==> src/rtl/rtc_prog_clk_gen_if.sv <==
`default_nettype none
// ============================================================================
// rtc_prog_clk_gen_if : control/status bundle of the programmable RTC divider
// Rev 1.0 - initial release
// ============================================================================
interface rtc_prog_clk_gen_if #(
  parameter int unsigned CNT_W = 32
) ();
  logic             i_en;
  logic             i_clr;
  logic [CNT_W-1:0] i_div;
  logic             i_div_load;
  logic             o_clk;
  logic             o_tick;
  logic [CNT_W-1:0] o_div_active;
  logic             o_err;

  modport master (
    output i_en, i_clr, i_div, i_div_load,
    input  o_clk, o_tick, o_div_active, o_err
  );

  modport slave (
    input  i_en, i_clr, i_div, i_div_load,
    output o_clk, o_tick, o_div_active, o_err
  );
endinterface
`default_nettype wire

==> src/rtl/rtc_prog_clk_gen.sv <==
`default_nettype none
// ============================================================================
// rtc_prog_clk_gen : run-time programmable divider, square wave plus 1-cycle tick
// Rev 1.0 - initial release
// ============================================================================
module rtc_prog_clk_gen #(
  parameter int unsigned      CNT_W   = 32,
  parameter logic [CNT_W-1:0] DEF_DIV = CNT_W'(50_000_000),
  parameter logic [CNT_W-1:0] MIN_DIV = CNT_W'(2)
) (
  input  wire logic          i_clk,
  input  wire logic          rst,
  rtc_prog_clk_gen_if.slave  bus
);
  localparam logic [CNT_W-1:0] c_one = CNT_W'(1);

  logic [CNT_W-1:0] r_count;
  logic [CNT_W-1:0] r_div;
  logic [CNT_W-1:0] r_pend;
  logic             r_pend_v;
  logic             r_clk;
  logic             r_tick;
  logic             r_err;

  logic [CNT_W-1:0] w_half;
  logic [CNT_W-1:0] w_cnt_inc;
  logic [CNT_W-1:0] w_div_nxt;
  logic             w_load_ok;
  logic             w_load_bad;
  logic             w_wrap;
  logic             w_apply;

  always_comb begin
    w_half     = r_div - (r_div >> 1);
    w_cnt_inc  = r_count + c_one;
    w_load_ok  = bus.i_div_load && (bus.i_div >= MIN_DIV);
    w_load_bad = bus.i_div_load && (bus.i_div <  MIN_DIV);
    w_wrap     = bus.i_en && (r_count == r_div - c_one);
    w_apply    = bus.i_clr || w_wrap;
    // a same-cycle legal load beats anything already staged
    w_div_nxt  = w_load_ok ? bus.i_div : (r_pend_v ? r_pend : r_div);
  end

  always_ff @(posedge i_clk or posedge rst) begin
    if (rst) begin
      r_count  <= '0;
      r_div    <= DEF_DIV;
      r_pend   <= '0;
      r_pend_v <= 1'b0;
      r_clk    <= 1'b0;
      r_tick   <= 1'b0;
      r_err    <= 1'b0;
    end else begin
      if (w_apply) begin
        r_div    <= w_div_nxt;
        r_pend_v <= 1'b0;
      end else if (w_load_ok) begin
        r_pend   <= bus.i_div;
        r_pend_v <= 1'b1;
      end

      if (bus.i_clr) begin
        r_count <= '0;
        r_clk   <= 1'b0;
        r_tick  <= 1'b0;
      end else if (bus.i_en) begin
        if (w_wrap) begin
          r_count <= '0;
          r_clk   <= 1'b0;
          r_tick  <= 1'b1;
        end else begin
          r_count <= w_cnt_inc;
          r_clk   <= (w_cnt_inc >= w_half);
          r_tick  <= 1'b0;
        end
      end

      if (w_load_bad)
        r_err <= 1'b1;
      else if (bus.i_clr)
        r_err <= 1'b0;
    end
  end

  // tick stays armed across a pause and is shown on the first enabled cycle
  assign bus.o_tick       = r_tick & bus.i_en;
  assign bus.o_clk        = r_clk;
  assign bus.o_div_active = r_div;
  assign bus.o_err        = r_err;
endmodule
`default_nettype wire

==> src/flat_wrapper.sv <==
// flat-port wrapper written by rule: the top's interface ports become plain ports
module rtc_prog_clk_gen_flat 
#(
  parameter int unsigned      CNT_W   = 32,
  parameter logic [CNT_W-1:0] DEF_DIV = CNT_W'(50_000_000),
  parameter logic [CNT_W-1:0] MIN_DIV = CNT_W'(2)
)
  (i_clk, rst, bus_i_en, bus_i_clr, bus_i_div, bus_i_div_load, bus_o_clk, bus_o_tick, bus_o_div_active, bus_o_err);
  rtc_prog_clk_gen_if #(.CNT_W(CNT_W)) bus_i ();
  input  wire logic i_clk;
  input  wire logic rst;
  input wire logic [$bits(bus_i.i_en)-1:0] bus_i_en;
  input wire logic [$bits(bus_i.i_clr)-1:0] bus_i_clr;
  input wire logic [$bits(bus_i.i_div)-1:0] bus_i_div;
  input wire logic [$bits(bus_i.i_div_load)-1:0] bus_i_div_load;
  output wire logic [$bits(bus_i.o_clk)-1:0] bus_o_clk;
  output wire logic [$bits(bus_i.o_tick)-1:0] bus_o_tick;
  output wire logic [$bits(bus_i.o_div_active)-1:0] bus_o_div_active;
  output wire logic [$bits(bus_i.o_err)-1:0] bus_o_err;
  assign bus_i.i_en = bus_i_en;
  assign bus_i.i_clr = bus_i_clr;
  assign bus_i.i_div = bus_i_div;
  assign bus_i.i_div_load = bus_i_div_load;
  assign bus_o_clk = bus_i.o_clk;
  assign bus_o_tick = bus_i.o_tick;
  assign bus_o_div_active = bus_i.o_div_active;
  assign bus_o_err = bus_i.o_err;
  rtc_prog_clk_gen #(.CNT_W(CNT_W), .DEF_DIV(DEF_DIV), .MIN_DIV(MIN_DIV)) u_core (.i_clk(i_clk), .rst(rst), .bus(bus_i));
endmodule
==> config.mk <==
export PLATFORM = sky130hd
export DESIGN_NAME = rtc_prog_clk_gen_flat
export DESIGN_NICKNAME = d
export VERILOG_FILES = /design/src/rtl/rtc_prog_clk_gen_if.sv /design/src/rtl/rtc_prog_clk_gen.sv /design/src/flat_wrapper.sv
export SDC_FILE = /design/constraint.sdc
export NUM_CORES = 1
export LEC_CHECK = 0
export ABC_AREA = 1
export ABC_CLOCK_PERIOD_IN_PS = 4200
export BUFFER_PORTS_ARGS = -buffer_cell sky130_fd_sc_hd__buf_2
export CAP_MARGIN = 20
export CORE_UTILIZATION = 45
export CTS_CLUSTER_SIZE = 14
export DETAILED_ROUTE_END_ITERATION = 10
export PLACE_DENSITY_LB_ADDON = 0.15
export SYNTH_ARGS = -nofsm -noshare
export SYNTH_HDL_FRONTEND = slang
export SYNTH_SLANG_ARGS = --single-unit
==> constraint.sdc <==
create_clock -name i_clk -period 4.2 [get_ports i_clk]
set_clock_uncertainty 0.05 [all_clocks]
set_input_delay 0.84 -clock i_clk [delete_from_list [all_inputs] [get_ports i_clk]]
set_output_delay 0.84 -clock i_clk [all_outputs]
set_load 0.02 [all_outputs]
== Word level (Yosys, flattened, before mapping) ==
Index checks and enable logic that the tools add are counted.
Storage, ports and cells
  register bits: 100
  input port bits: 37
  output and inout bits: 35
  logic and storage cells: 41
Cells by class
  $add $sub $neg: 3
  $lt $le $gt $ge: 3
  equality and inequality tests: 1
  mux-type cells: 15
  bitwise logic cells: 2
  reductions and logical operators: 10
Operator list (count)
  $mux W32: 5
  $add A32 B1 Y32 const B: 1
  $eq A32 B32 Y1: 1
  $ge A32 B2 Y1 const B: 1
  $ge A32 B32 Y1: 1
  $lt A32 B2 Y1 const B: 1
  $sub A32 B1 Y32 const B: 1
  $sub A32 B31 Y32: 1
  $mux W1: 10
  $reduce_bool A2 Y1: 4
  $reduce_and A2 Y1: 2
  $logic_and A1 B1 Y1: 3
  $and A1 B1 Y1: 1
  $logic_or A1 B1 Y1: 1
  $not A1 Y1: 1

== Depth between registers and ports, before layout ==
  depth after elaboration: 6
  gate-level depth with buffers: 25
  mapped depth without buffers: 25

== Worst setup path before layout ==
OpenSTA, ideal clock, no wires.
  path kind: register -> register
  start: register u_core.r_div[2] (netlist: u_core.bus.o_div_active[2])
  end: register u_core.r_clk (netlist: u_core.bus.o_clk)
  setup time: 0.066 ns
  arrival time: 3.501 ns
  required time: 4.084 ns
  slack: 0.584 ns
  cell stages (with the launch flop): 22
  path buffers: 0
  period minus slack after synthesis: 3.616 ns
  cells stage by stage: dfrtp_1 -> inv_1 -> ha_1 -> or2_2 -> o21ai_0 -> a21o_1 -> nand2_1 -> nand2_1 -> a21oi_1 -> o21ai_0 -> nand2_1 -> nand3_1 -> nand2_1 -> ha_1 -> nand4_1 -> inv_1 -> nand2_1 -> nor4_1 -> nand4_1 -> nand3_1 -> nand4_1 -> nand2_1
Between the ends
  longest elaborated chain between the ends: 6
RTL lines
  start, declared: line rtc_prog_clk_gen.sv:18  | logic [CNT_W-1:0] r_div;
  start signal, assigned: line rtc_prog_clk_gen.sv:55  | r_div <= w_div_nxt;
  parallel branches: the longest is 3 deep, another holds $sub A32 B31 Y32
  $mux W1 (*): line rtc_prog_clk_gen.sv:67  | if (w_wrap) begin
  $mux W1 (*): line rtc_prog_clk_gen.sv:66  | end else if (bus.i_en) begin
  $mux W1 (*): line rtc_prog_clk_gen.sv:62  | if (bus.i_clr) begin
  end signal, assigned: line rtc_prog_clk_gen.sv:73  | r_clk <= (w_cnt_inc >= w_half);
  end, declared: line rtc_prog_clk_gen.sv:21  | logic r_clk;
Mark *: on every way between the ends. The select of a mux whose other input is x is not followed.
A chain may end at the register's enable or synchronous reset.

== Final worst setup path ==
  start: register u_core.r_div[1] (netlist: u_core.bus.o_div_active[1])
  end: register u_core.r_clk (netlist: u_core.bus.o_clk)
The elaborated chain is that of the path after synthesis.

==> flow_summary.yaml <==
status:
  status: "completed"
clock_network:
  postCtsHoldBufs: 0
  root_buffer: "clkbuf_16"
  cts_buffers: 9
  cts_max_path_buffers: 2
  cts_tree: "yes"
  post_cts_buffers: 0
  clock_latency_ns: 0.36
  cts.sinks: 100
  clk_pin_slew_worst_paths_ns: 0.08
  cts_max_level: 3
sta:
  setup_violations: 0
  rsz0062_at_grt: "false"
  tightest_slew_ns: 0.770
  finalSetupTns_ns: 0
  relSlewSlack_pct: 48.6
  drv_slew: 0
  finalCritPeriodShare_pct: 90.3
  hold_viol: 0
  period_minus_slack_ns: 3.79
  fmax_mhz: 264
pwr:
  p_switching_mw: 1.91
  p_comb_share_pct: 51.0
  p_sw_share_pct: 45.5
  ir_drop_mv: 0.226
  seqPwrFrac_pct: 27.6
  internal-power_mw: 2.29
  pwr-share-clk_pct: 21.4
  p_leak_nw: 5.79
  powerDensity_nw_per_um2: 388
global_route:
  grt_pass1_vias: 9111
  antenna_found_initial: 0
  grtUsageTotal_pct: 29.2
  grt_pass1_wl_um: 49400
  gr-total-overflow: 0
  grt_max_degree: 57
worst_hold_path:
  whs_path_depth: 2
  whs_endpoint: "u_core.r_pend[23]"
  hold_class: "register to register"
  min_from: "u_core.r_pend[23]"
placement:
  dp.cells: 1815
  post-dp-hpwl_um: 25200
  io_buffers: 71
  place.gp.congestion: 0.975
synth:
  synth_ff_type: "dfrtp_1"
  synthArstFlopShare_pct: 100
  avgSynthCellArea_um2: 6.58
  yosysSeqAreaShare_pct: 25.9
  ys_warn_count: 0
  synth_seq_cells: 100
  syn_inst: 1479
  syn_area_um2: 9740
  synth_nets: 1615
  synth_edf_count: 0
  yosys.cell_types.count: 43
drt:
  drtAntennaViolNets: 0
  drt-total-wl_um: 31800
  drt-initial-drc-count: 863
  drc: 0
  first_pass_iters: 5
  viasPerCell: 5.41
  wl_per_cell_um: 17.4
  num_vias: 9898
job:
  cap_violations: 0
worst_setup_path:
  max_stage_delay_ns: 0.47
  crit_top_cell: "nand2_1"
  reg2reg_depth: 23
  path_class: "register to register"
  cp.required_ns: 4.45
  r2r_slack_ns: 0.41
  endpoint_kind: "register"
  crit_chain: "ha_1 -> inv_1 -> fa_1 -> inv_1 -> o21ai_0 -> buf_4 -> a21o_1 -> nand2_1 -> nand2_1 -> a21oi_1 -> o21ai_1 -> buf_4 -> nand2_1 -> nand2_1 -> nand2_1 -> nand2_1 -> ha_1 -> nand2_1 -> nor4_2 -> nand4_1 -> nand3_1 -> nand4_1 -> nand2_1"
  cp-start-kind: "register"
  r2r-end: "u_core.bus.o_clk"
  worstPathArrival_ns: 4.04
  worst_path_max_delay_cell: "dfrtp_1"
  critPathMaxFanout: 6
  reg2reg_from: "u_core.bus.o_div_active[1]"
final_layout:
  drive_gt1_share_pct: 9.96
  antenna_cells: 0
  fill_cells: 2223
  final_cells: 1831
  finalNetCount: 1687
  area_growth_pct: 11.0
floorplan:
  die_h_um: 149
  io_pins: 72
  initial_core_util_pct: 46.2
  die_w_um: 149
  die_area_um2: 22200
  rows: 53
  core_area_um2: 21100
[power groups by stage]
stage	clock, mW	sequential (mW)	combinational (mW)
after floorplan	0	1.22	1.40
after detailed placement	0	1.17	2.08
final	0.899	1.16	2.14
after global routing	0.946	1.17	2.39
after global placement	0	1.17	2.09
after CTS	0.912	1.15	2.10
[critical path: cells and delay by family, from the launching register on]
kind            cells  cell delay [ns]
fa+ha+maj           3             0.87
flops               1             0.47
simple gates       12             1.27
buf+inv             4             0.44
compound gates      4             0.64
[layout make-up]
cell class / instances / area (um^2) / area share, %
multi-input cells: 1132 / 6250 / 57.9
flip-flops and latches: 100 / 2520 / 23.3
inverters: 203 / 764 / 7.07
repair buffers: 105 / 623 / 5.76
well taps: 275 / 344 / 3.18
clock buffers: 10 / 239 / 2.21
clock inverters: 6 / 68.8 / 0.637
[cell usage in the layout, fill, tap and decap left out, types with 9 or more instances in the layout]
| cell type | count |
|---|---|
| inv_1 | 197 |
| clkbuf_16 | 9 |
| xnor2_1 | 19 |
| ha_1 | 98 |
| dfstp_2 | 12 |
| nand2_1 | 473 |
| nor3_1 | 20 |
| dfrtp_1 | 88 |
| buf_2 | 71 |
| nor2_1 | 108 |
| o22ai_1 | 10 |
| o21ai_0 | 65 |
| nand3_1 | 84 |
| a21oi_1 | 56 |
| nand4_1 | 74 |
| nor4_1 | 12 |
| xor2_1 | 65 |
| buf_4 | 33 |
[state kept, by name (all words and copies together) (netlist names)]
register / cells
u_core.r_pend: 32
u_core.r_tick: 1
u_core.r_pend_v: 1
u_core.bus.o_clk: 1
u_core.bus.o_err: 1
u_core.r_count: 32
u_core.bus.o_div_active: 32
[metal layers]
layer | global-route usage, % | part of all wire (%) | wire [um] | vias up
met1 | 43.0 | 48 | 15100 | 4587
met5 | 0 | 0 | 0 | -
li1 | - | - | - | 4923
met2 | 44.9 | 43 | 13800 | 353
met3 | 4.16 | 7.3 | 2320 | 35
met4 | 6.68 | 1.6 | 516 | 0
[kinds of logic after synthesis]
group | count (synthesis) | share of synthesized area [%]
fa+ha+maj | 99 | 12.8
compound gates | 151 | 8.30
simple gates | 798 | 35.5
buf+inv | 247 | 10.0
xor+xnor | 84 | 7.56
flops | 100 | 25.9
[Yosys cell counts (9+ instances only)]
cell	number	share of area (%)
o21ai_0	67	3.4
dfstp_2	12	3.2
inv_1	198	7.6
buf_2	9	0.46
xor2_1	65	5.8
nor2_1	108	4.2
nor4_1	14	0.90
ha_1	98	13
nor3_1	20	1.0
clkbuf_1	23	0.89
nand4_1	74	4.8
a21oi_1	56	2.9
nand2_1	473	18
xnor2_1	19	1.7
o22ai_1	10	0.64
dfrtp_1	88	23
nand3_1	84	4.3
[worst max-delay path by stage]
stage | startpoint | end | slack [ns] | cells past startpoint
6_report | u_core.bus.o_div_active[1] | u_core.bus.o_clk | 0.41 | 23
4_1_cts | u_core.bus.o_div_active[17] | u_core.bus.o_clk | 0.18 | 20
2_1_floorplan | u_core.bus.o_div_active[2] | u_core.bus.o_clk | 0.58 | 21
3_3_place_gp | u_core.bus.o_div_active[17] | u_core.bus.o_clk | 0.17 | 20
5_1_grt | u_core.bus.o_div_active[1] | u_core.bus.o_clk | 0.03 | 23
3_5_place_dp | u_core.bus.o_div_active[17] | u_core.bus.o_clk | 0.19 | 20
[per-stage QoR]
| stage | cell area [um^2] | hold slack, ns | setup slack [ns] | util [%] | power, mW |
|---|---|---|---|---|---|
| after global placement | 10500 | 0.404 | 0.170 | 49.8 | 3.26 |
| after global routing | 10800 | 0.441 | 0.0255 | 51.3 | 4.51 |
| after detailed placement | 10500 | 0.408 | 0.186 | 49.8 | 3.25 |
| final | 10800 | 0.422 | 0.406 | 51.3 | 4.20 |
| after floorplan | 9740 | 0.392 | 0.584 | - | 2.62 |
| after CTS | 10800 | 0.426 | 0.177 | 51.2 | 4.17 |
[timing repair]
action                                  in CTS  in global routing
gates resized for setup                      0                  4
endpoints found under the setup margin       0                  1
endpoints found under the hold margin        0                  0
No activity file was read; power rests on OpenSTA's default activity.
